===== src/rtl/code_packer_pkg.sv =====
// Shared types and helpers for the variable-length code packer.
package code_packer_pkg;

  typedef enum logic {
    RUN   = 1'b0,
    FLUSH = 1'b1
  } state_type;

  // Accumulator width: one full packet plus the longest code that can land on top of it.
  function automatic int acc_width(input int packet_w, input int max_code_w);
    return packet_w + max_code_w;
  endfunction

  function automatic int clamp_len(input int len, input int max_code_w);
    return (len > max_code_w) ? max_code_w : len;
  endfunction

endpackage


===== src/rtl/packer_shift_acc.sv =====
// Left-aligned bit accumulator: pops a packet from the top, inserts codes just below the valid bits.
module packer_shift_acc
  import code_packer_pkg::*;
#(
  parameter int PACKET_W   = 8,
  parameter int MAX_CODE_W = 16,
  parameter int LEN_W      = $clog2(MAX_CODE_W + 1),
  localparam int ACC_W     = acc_width(PACKET_W, MAX_CODE_W),
  localparam int CW        = $clog2(ACC_W + 1)
) (
  input  logic                  clk,
  input  logic                  rst,
  input  logic                  push,
  input  logic                  pop,
  input  logic [MAX_CODE_W-1:0] code_bits,
  input  logic [LEN_W-1:0]      code_len,
  output logic [PACKET_W-1:0]   head,
  output logic [CW-1:0]         cnt,
  output logic                  full,
  output logic                  empty
);

  logic [ACC_W-1:0] acc;
  logic [ACC_W-1:0] acc_pop;
  logic [ACC_W-1:0] acc_next;
  logic [ACC_W-1:0] code_mask;
  logic [CW-1:0]    cnt_pop;
  logic [CW-1:0]    cnt_next;
  logic [CW-1:0]    shamt;

  assign head  = acc[ACC_W-1 -: PACKET_W];
  assign full  = (cnt >= CW'(PACKET_W));
  assign empty = (cnt == '0);

  always_comb begin
    acc_pop = acc;
    cnt_pop = cnt;
    if (pop) begin
      acc_pop = acc << PACKET_W;
      cnt_pop = full ? (cnt - CW'(PACKET_W)) : '0;
    end

    code_mask = '0;
    for (int i = 0; i < MAX_CODE_W; i++) begin
      if (LEN_W'(i) < code_len) code_mask[i] = code_bits[i];
    end

    // The code's LSB lands ACC_W - (cnt + len) bits up from the accumulator LSB.
    shamt    = CW'(ACC_W) - cnt_pop - CW'(code_len);
    acc_next = acc_pop;
    cnt_next = cnt_pop;
    if (push) begin
      acc_next = acc_pop | (code_mask << shamt);
      cnt_next = cnt_pop + CW'(code_len);
    end
  end

  always_ff @(posedge clk) begin
    if (rst) begin
      acc <= '0;
      cnt <= '0;
    end else begin
      acc <= acc_next;
      cnt <= cnt_next;
    end
  end

endmodule


===== src/rtl/code_packer.sv =====
// Variable-length code packer: RUN/FLUSH control, handshakes, flush pulse and packet counter.
module code_packer
  import code_packer_pkg::*;
#(
  parameter int PACKET_W   = 8,
  parameter int MAX_CODE_W = 16,
  parameter int LEN_W      = $clog2(MAX_CODE_W + 1),
  parameter int CNT_W      = 16
) (
  input  logic                            clk,
  input  logic                            rst,
  input  logic                            code_valid,
  output logic                            code_ready,
  input  logic [MAX_CODE_W-1:0]           code_bits,
  input  logic [LEN_W-1:0]                code_len,
  input  logic                            code_last,
  output logic                            packet_valid,
  input  logic                            packet_ready,
  output logic [PACKET_W-1:0]             packet_data,
  output logic                            packet_last,
  output logic [$clog2(PACKET_W+1)-1:0]   packet_pad,
  output logic                            flush_done,
  output logic [CNT_W-1:0]                packet_cnt
);

  localparam int ACC_W = acc_width(PACKET_W, MAX_CODE_W);
  localparam int CW    = $clog2(ACC_W + 1);
  localparam int PAD_W = $clog2(PACKET_W + 1);

  // Handshake: a transfer happens on a rising edge where valid & ready are both high;
  // valid/data hold until accepted, and every ready/valid here is decoded from registers only.
  state_type        state;
  state_type        state_next;
  logic [CW-1:0]    cnt;
  logic             full;
  logic             empty;
  logic             push;
  logic             pop;
  logic             flush_done_next;
  logic [LEN_W-1:0] len_c;
  logic [CW-1:0]    pad_full;

  assign len_c        = LEN_W'(clamp_len(int'(code_len), MAX_CODE_W));
  assign code_ready   = (state == RUN) && (cnt <= CW'(PACKET_W));
  assign packet_valid = full || ((state == FLUSH) && !empty);
  assign packet_last  = (state == FLUSH) && !empty && (cnt <= CW'(PACKET_W));
  assign pad_full     = CW'(PACKET_W) - cnt;
  assign packet_pad   = packet_last ? PAD_W'(pad_full) : '0;
  assign push         = code_valid && code_ready;
  assign pop          = packet_valid && packet_ready;

  packer_shift_acc #(
    .PACKET_W  (PACKET_W),
    .MAX_CODE_W(MAX_CODE_W),
    .LEN_W     (LEN_W)
  ) u_acc (
    .clk      (clk),
    .rst      (rst),
    .push     (push),
    .pop      (pop),
    .code_bits(code_bits),
    .code_len (len_c),
    .head     (packet_data),
    .cnt      (cnt),
    .full     (full),
    .empty    (empty)
  );

  always_comb begin
    state_next = state;
    case (state)
      RUN:     if (push && code_last) state_next = FLUSH;
      FLUSH:   if (empty || (pop && packet_last)) state_next = RUN;
      default: state_next = RUN;
    endcase
    flush_done_next = (state == FLUSH) && (state_next == RUN);
  end

  always_ff @(posedge clk) begin
    if (rst) begin
      state      <= RUN;
      flush_done <= 1'b0;
      packet_cnt <= '0;
    end else begin
      state      <= state_next;
      flush_done <= flush_done_next;
      if (pop) packet_cnt <= packet_cnt + CNT_W'(1);
    end
  end

endmodule


===== config.mk =====
export PLATFORM = sky130hd
export DESIGN_NAME = code_packer
export DESIGN_NICKNAME = d
export VERILOG_FILES = /design/src/rtl/code_packer_pkg.sv /design/src/rtl/packer_shift_acc.sv /design/src/rtl/code_packer.sv
export SDC_FILE = /design/constraint.sdc
export NUM_CORES = 1
export LEC_CHECK = 0
export ABC_AREA = 1
export ABC_CLOCK_PERIOD_IN_PS = 7800
export BUFFER_PORTS_ARGS = -buffer_cell sky130_fd_sc_hd__buf_2
export CAP_MARGIN = 15
export CELL_PAD_IN_SITES_DETAIL_PLACEMENT = 0
export CELL_PAD_IN_SITES_GLOBAL_PLACEMENT = 1
export CORE_ASPECT_RATIO = 0.75
export CORE_MARGIN = 2
export CORE_UTILIZATION = 43
export DETAILED_ROUTE_END_ITERATION = 10
export PLACE_DENSITY = 0.9
export SLEW_MARGIN = 20
export SYNTH_ARGS = -nofsm -noshare
export SYNTH_HDL_FRONTEND = slang
export SYNTH_SLANG_ARGS = --single-unit

===== constraint.sdc =====
create_clock -name clk -period 7.8 [get_ports clk]
set_input_delay 0.39 -clock clk [delete_from_list [all_inputs] [get_ports clk]]
set_output_delay 0.39 -clock clk [all_outputs]
set_load 0.05 [all_outputs]

Yosys cells after proc, flatten, opt, wreduce, memory -nomap -nowiden
Cells that the tools add are included.
Word-level totals
  register bits: 47
  bits of input ports: 26
  output and inout port bits: 32
  word-level logic and storage cells: 72
Operators by class
  add/sub/neg operators: 6
  magnitude comparators: 19
  shift-type cells: 1
  mux-type cells: 26
  bitwise logic cells: 3
  reduce and logical (&&, ||, !) cells: 12
Operator list (count)
  $mux 24: 2
  $lt 4x5->1 const A: 8
  $or 24x24->24: 1
  $shl 16x5->24: 1
  $lt 3x5->1 const A: 4
  $mux 5: 4
  $mux 1: 18
  $add 16x1->16 const B: 1
  $lt 1x5->1 const A: 2
  $lt 2x5->1 const A: 2
  $logic_and 1x1->1: 8
  $add 5x5->5: 1
  $ge 5x4->1 const B: 1
  $gt 5x5->1 const B: 1
  $le 5x4->1 const B: 1
  $logic_not 5->1: 1
  $sub 5x4->5 const B: 1
  $sub 5x5->5: 1
  $sub 5x5->5 const A: 1
  $mux 4: 1
  $sub 4x4->4 const A: 1
  $logic_or 1x1->1: 2
  $not 1->1: 2
  $pmux 1 s2: 1
  $logic_not 1->1: 1

Logic depth before layout (Yosys ltp)
  depth in word-level cells: 11
  gate-level depth with buffers: 28
  depth with buffers taken out: 27

Hierarchy
From an unflattened synthesis, not the netlist that was laid out.
Unflattened totals
  cell total of the unflattened synthesis: 624
  area, all modules: 4017.6 um2
Modules (own cells, without submodules)
  packer_shift_acc: instances 1, cells each 451, area an instance 2897.8 um2, sequential area each 580.6 um2
  code_packer: instances 1, cells each 173, area an instance 1119.8 um2, sequential area each 360.3 um2

Least setup slack after synthesis
No wires, ideal clock.
  path type: flip-flop to flip-flop
  start point: reg u_acc.cnt[0]
  end point: reg u_acc.acc[18]
  library setup time: 132 ps
  arrival time: 3285 ps
  data required time: 7668 ps
  path slack: 4383 ps
  cell stages (with the launch flop): 25
  path buffers: 3
  period minus slack after synthesis: 3417 ps
  cells stage by stage: dfxtp_1 > inv_1 > ha_1 > nand2_1 > inv_1 > nand2_1 > nand2_2 > a21oi_4 > buf_2 > nand2_1 > nand2_1 > inv_1 > ha_1 > inv_1 > ha_1 > ha_1 > buf_2 > clkinv_1 > clkbuf_1 > nor2_1 > nor2_1 > nor2_1 > nand2_1 > nand2_1 > a21oi_1
On the way
  word-level cells in the longest chain between the ends: 11
  elaborated cells on any way between the ends: 18
  classes of those cells: add/sub: 3; order compare: 2; shift: 1; mux: 4; bitwise: 1; reduce/logical: 7
RTL lines
  start, declared: line packer_shift_acc.sv:18  | output logic [CW-1:0] cnt,
  start signal, assigned: line packer_shift_acc.sv:64  | cnt <= cnt_next;
  branches (longest 10 deep; another with $sub 5x4->5)
  $mux 24 *: line packer_shift_acc.sv:52  | if (push) begin
  end signal, assigned: line packer_shift_acc.sv:63  | acc <= acc_next;
  end, declared: line packer_shift_acc.sv:23  | logic [ACC_W-1:0] acc;
Every way passes the cells marked *.
A chain may end at the register's enable or synchronous reset.

Worst setup path after layout
  start point: reg u_acc.cnt[0]
  end point: reg u_acc.acc[20]
Same word-level chain as after synthesis.

==> results.yml <==
timing:
  relSlewSlack_pct: 38.5
  skew_ns: 0.00596
  setup_ws_ns: 3.09
  tns_ns: 0
  hold-worst-slack_ns: 0.467
  finalCriticalPeriod_ns: 4.71
  setup-violations-final: 0
  tightest_slew_ns: 0.922
  fmax_ghz: 0.212
  final_hold_viol_count: 0
  rsz0062_at_grt: "no"
  drv_slew: 0
  finalCritPeriodShare_pct: 60.4
run:
  drv_cap: 0
placement:
  dp_hpwl_mm: 7.74
  pre_cts_slack_ns: 3.14
  place.gp.congestion: 0.909
  port_buffers: 57
logic_synthesis:
  synth_fp_nets: 649
  ys_async_sr_fraction_pct: 0
  ys.flop_type: "dfxtp_1"
  synth_cell_types: 37
  yosys_warnings: 0
  syn_avg_cell_area_um2: 6.01
  synth_edf_count: 0
  synthCells: 611
  ys_seq_area_share_pct: 25.6
  syn-cell-area_um2: 3670
  ys_ff_latch: 47
detailed_routing:
  dr_total_vias: 3980
  ant_nets: 0
  drt_pass1_iterations: 5
  wl_per_cell_um: 13.3
  route.detailed.drc: 0
  top_layer: "met4"
  vias_per_cell: 5.26
  dr_wl_met2_mm: 4.35
  m1WireLength_mm: 5.13
  drt_iter0_drc: 308
  routed_wl_mm: 10.1
  route.met3.wl_um: 512
setup_path:
  crit_required_ns: 8.01
  r2r_end: "u_acc.acc[20]"
  path_class: "reg -> reg"
  crit_start: "u_acc.cnt[0]"
  rrSetupSlack_ns: 3.09
  reg2reg_depth: 20
  arrival_ns: 4.92
  critPathLaunchType: "flip-flop"
  cp-end-kind: "flip-flop"
  cp_max_fo: 27
  rr_startpoint: "u_acc.cnt[0]"
cells_and_area:
  layout_common_cells: "nand2_1 (174), nand3_1 (93), inv_1 (62), nor2_1 (57), buf_2 (57)"
  num_antenna_cells: 0
  layout_commonest_cell: "nand2_1"
  final_nets: 685
  regArea_um2: 941
  fillCellCount: 892
  multiInputGateArea_um2: 2330
  drive_gt1_share_pct: 12.7
  area_growth_pct: 11.2
floorplan:
  core.rowCount: 29
  die_y_um: 84.1
  die_w_um: 111
  io_pins: 58
  start_util_pct: 43.8
  core_area_um2: 8380
  die-area_um2: 9310
clock_network:
  cts_setup_buffers: 0
  clockRootBuffer: "clkbuf_16"
  cts_made_buffers: 5
  cts_tree: "built"
  clk-insertion-delay-late_ns: 0.29
  cts_resized: 0
  clock_sinks: 47
  clkTransAtPathRegs_ns: 0.06
  cts_hold_buf: 0
  cts_buffer_depth: 2
  h-tree-depth: 2
status:
  status: "finished clean"
worst_hold_path:
  min_path_type: "reg -> reg"
  min_to: "u_acc.acc[0]"
  hold_path_depth: 2
  worstHoldStart: "u_acc.acc[0]"
power_and_ir_drop:
  power_density_nw_per_um2: 306
  p_leak_nw: 1.97
  finalPower_mw: 1.25
  ir_drop_mv: 0.182
global_route:
  grt_pass1_wl_mm: 17.1
  grt_antenna_before_repair: 0
  grtUsageTotal_pct: 22.0
  grt_overflow: 0
  grt_max_degree: 33
  grt_pass1_vias: 3632
## sequential cells by signal (all words and copies together), names as in the netlist
signal / count
u_acc.acc: 24
packet_cnt: 16
u_acc.cnt: 5
flush_done: 1
state: 1
## metrics by stage
stage	std cells	util (%)	cell area, µm²
6_report	756	48.8	4090
3_5_place_dp	748	47.1	3950
5_1_grt	756	48.8	4090
2_1_floorplan	611	-	3670
3_3_place_gp	748	47.1	3950
4_1_cts	756	48.8	4090
## area by class of cell
class | count | area share [%]
clock buffer | 7 | 3.25
clock inverter | 1 | 0.122
inverter | 67 | 6.18
multi-input combinational | 468 | 57.0
sequential | 47 | 23.0
tap | 108 | 3.31
timing repair buffer | 58 | 7.16
## where the power goes
| part | switching (mW) | total (mW) | internal (mW) |
|---|---|---|---|
| Clock | 0.0879 | 0.206 | 0.119 |
| Sequential | 0.0245 | 0.306 | 0.282 |
| Combinational | 0.531 | 0.739 | 0.208 |
| Total | 0.643 | 1.25 | 0.608 |
## per-layer routing
layer	vias to the layer above	global-route usage [%]
met5	-	0
met3	8	4.94
met4	0	4.32
li1	2058	-
met2	112	34.4
met1	1802	31.3
## cells in the mapped netlist (2+ instances only)
cell / count / area share [%]
nor3b_1: 2 / 0.41
ha_1: 11 / 3.7
inv_1: 62 / 6.3
nor2_2: 4 / 0.68
buf_2: 6 / 0.82
buf_1: 3 / 0.31
nand2_1: 174 / 18
xor2_1: 5 / 1.2
xnor2_1: 4 / 0.95
buf_4: 10 / 2.0
mux2i_1: 6 / 1.6
o21ai_0: 20 / 2.7
a21oi_1: 47 / 6.4
dfxtp_1: 47 / 26
nor3_1: 4 / 0.54
a21boi_0: 3 / 0.61
clkinv_1: 4 / 0.41
nand4_1: 15 / 2.6
nor4_1: 2 / 0.34
nor2_4: 3 / 0.92
nand2_2: 5 / 0.85
nor2_1: 57 / 5.8
clkbuf_1: 10 / 1.0
o21a_1: 2 / 0.41
nand3_1: 93 / 13
## how the worst max path moves through the flow
| stage | to | slack [ns] |
|---|---|---|
| after floorplan | u_acc.acc[18] | 4.38 |
| after global placement | u_acc.acc[20] | 3.31 |
| after detailed placement | u_acc.acc[20] | 3.14 |
| after CTS | u_acc.acc[20] | 3.12 |
| after global routing | u_acc.acc[20] | 2.60 |
| final | u_acc.acc[20] | 3.09 |
## cells by family after synthesis
group,count (synthesis),share of synthesized area [%]
buf+inv,96,11.1
fa+ha+maj,12,4.29
simple gates,362,43.3
flops,47,25.6
mux,6,1.63
xor+xnor,10,2.59
compound gates,78,11.5
## critical path, stage by stage (launching register included)
cell      delay [ns]
dfxtp_1         0.33
inv_1           0.07
ha_1            0.21
nand2_1         0.09
inv_1           0.06
nand2_1         0.07
nand2_2         0.09
a21oi_4         0.66
nand2_1         0.22
nand2_1         0.18
inv_1           0.08
ha_1            0.29
inv_1           0.04
ha_1            0.20
ha_1            0.65
clkinv_1        0.57
o21ai_0         0.45
nand3_1         0.11
nand2_1         0.10
nand2_1         0.05
a21oi_1         0.13
No activity file was read; power rests on OpenSTA's default activity.
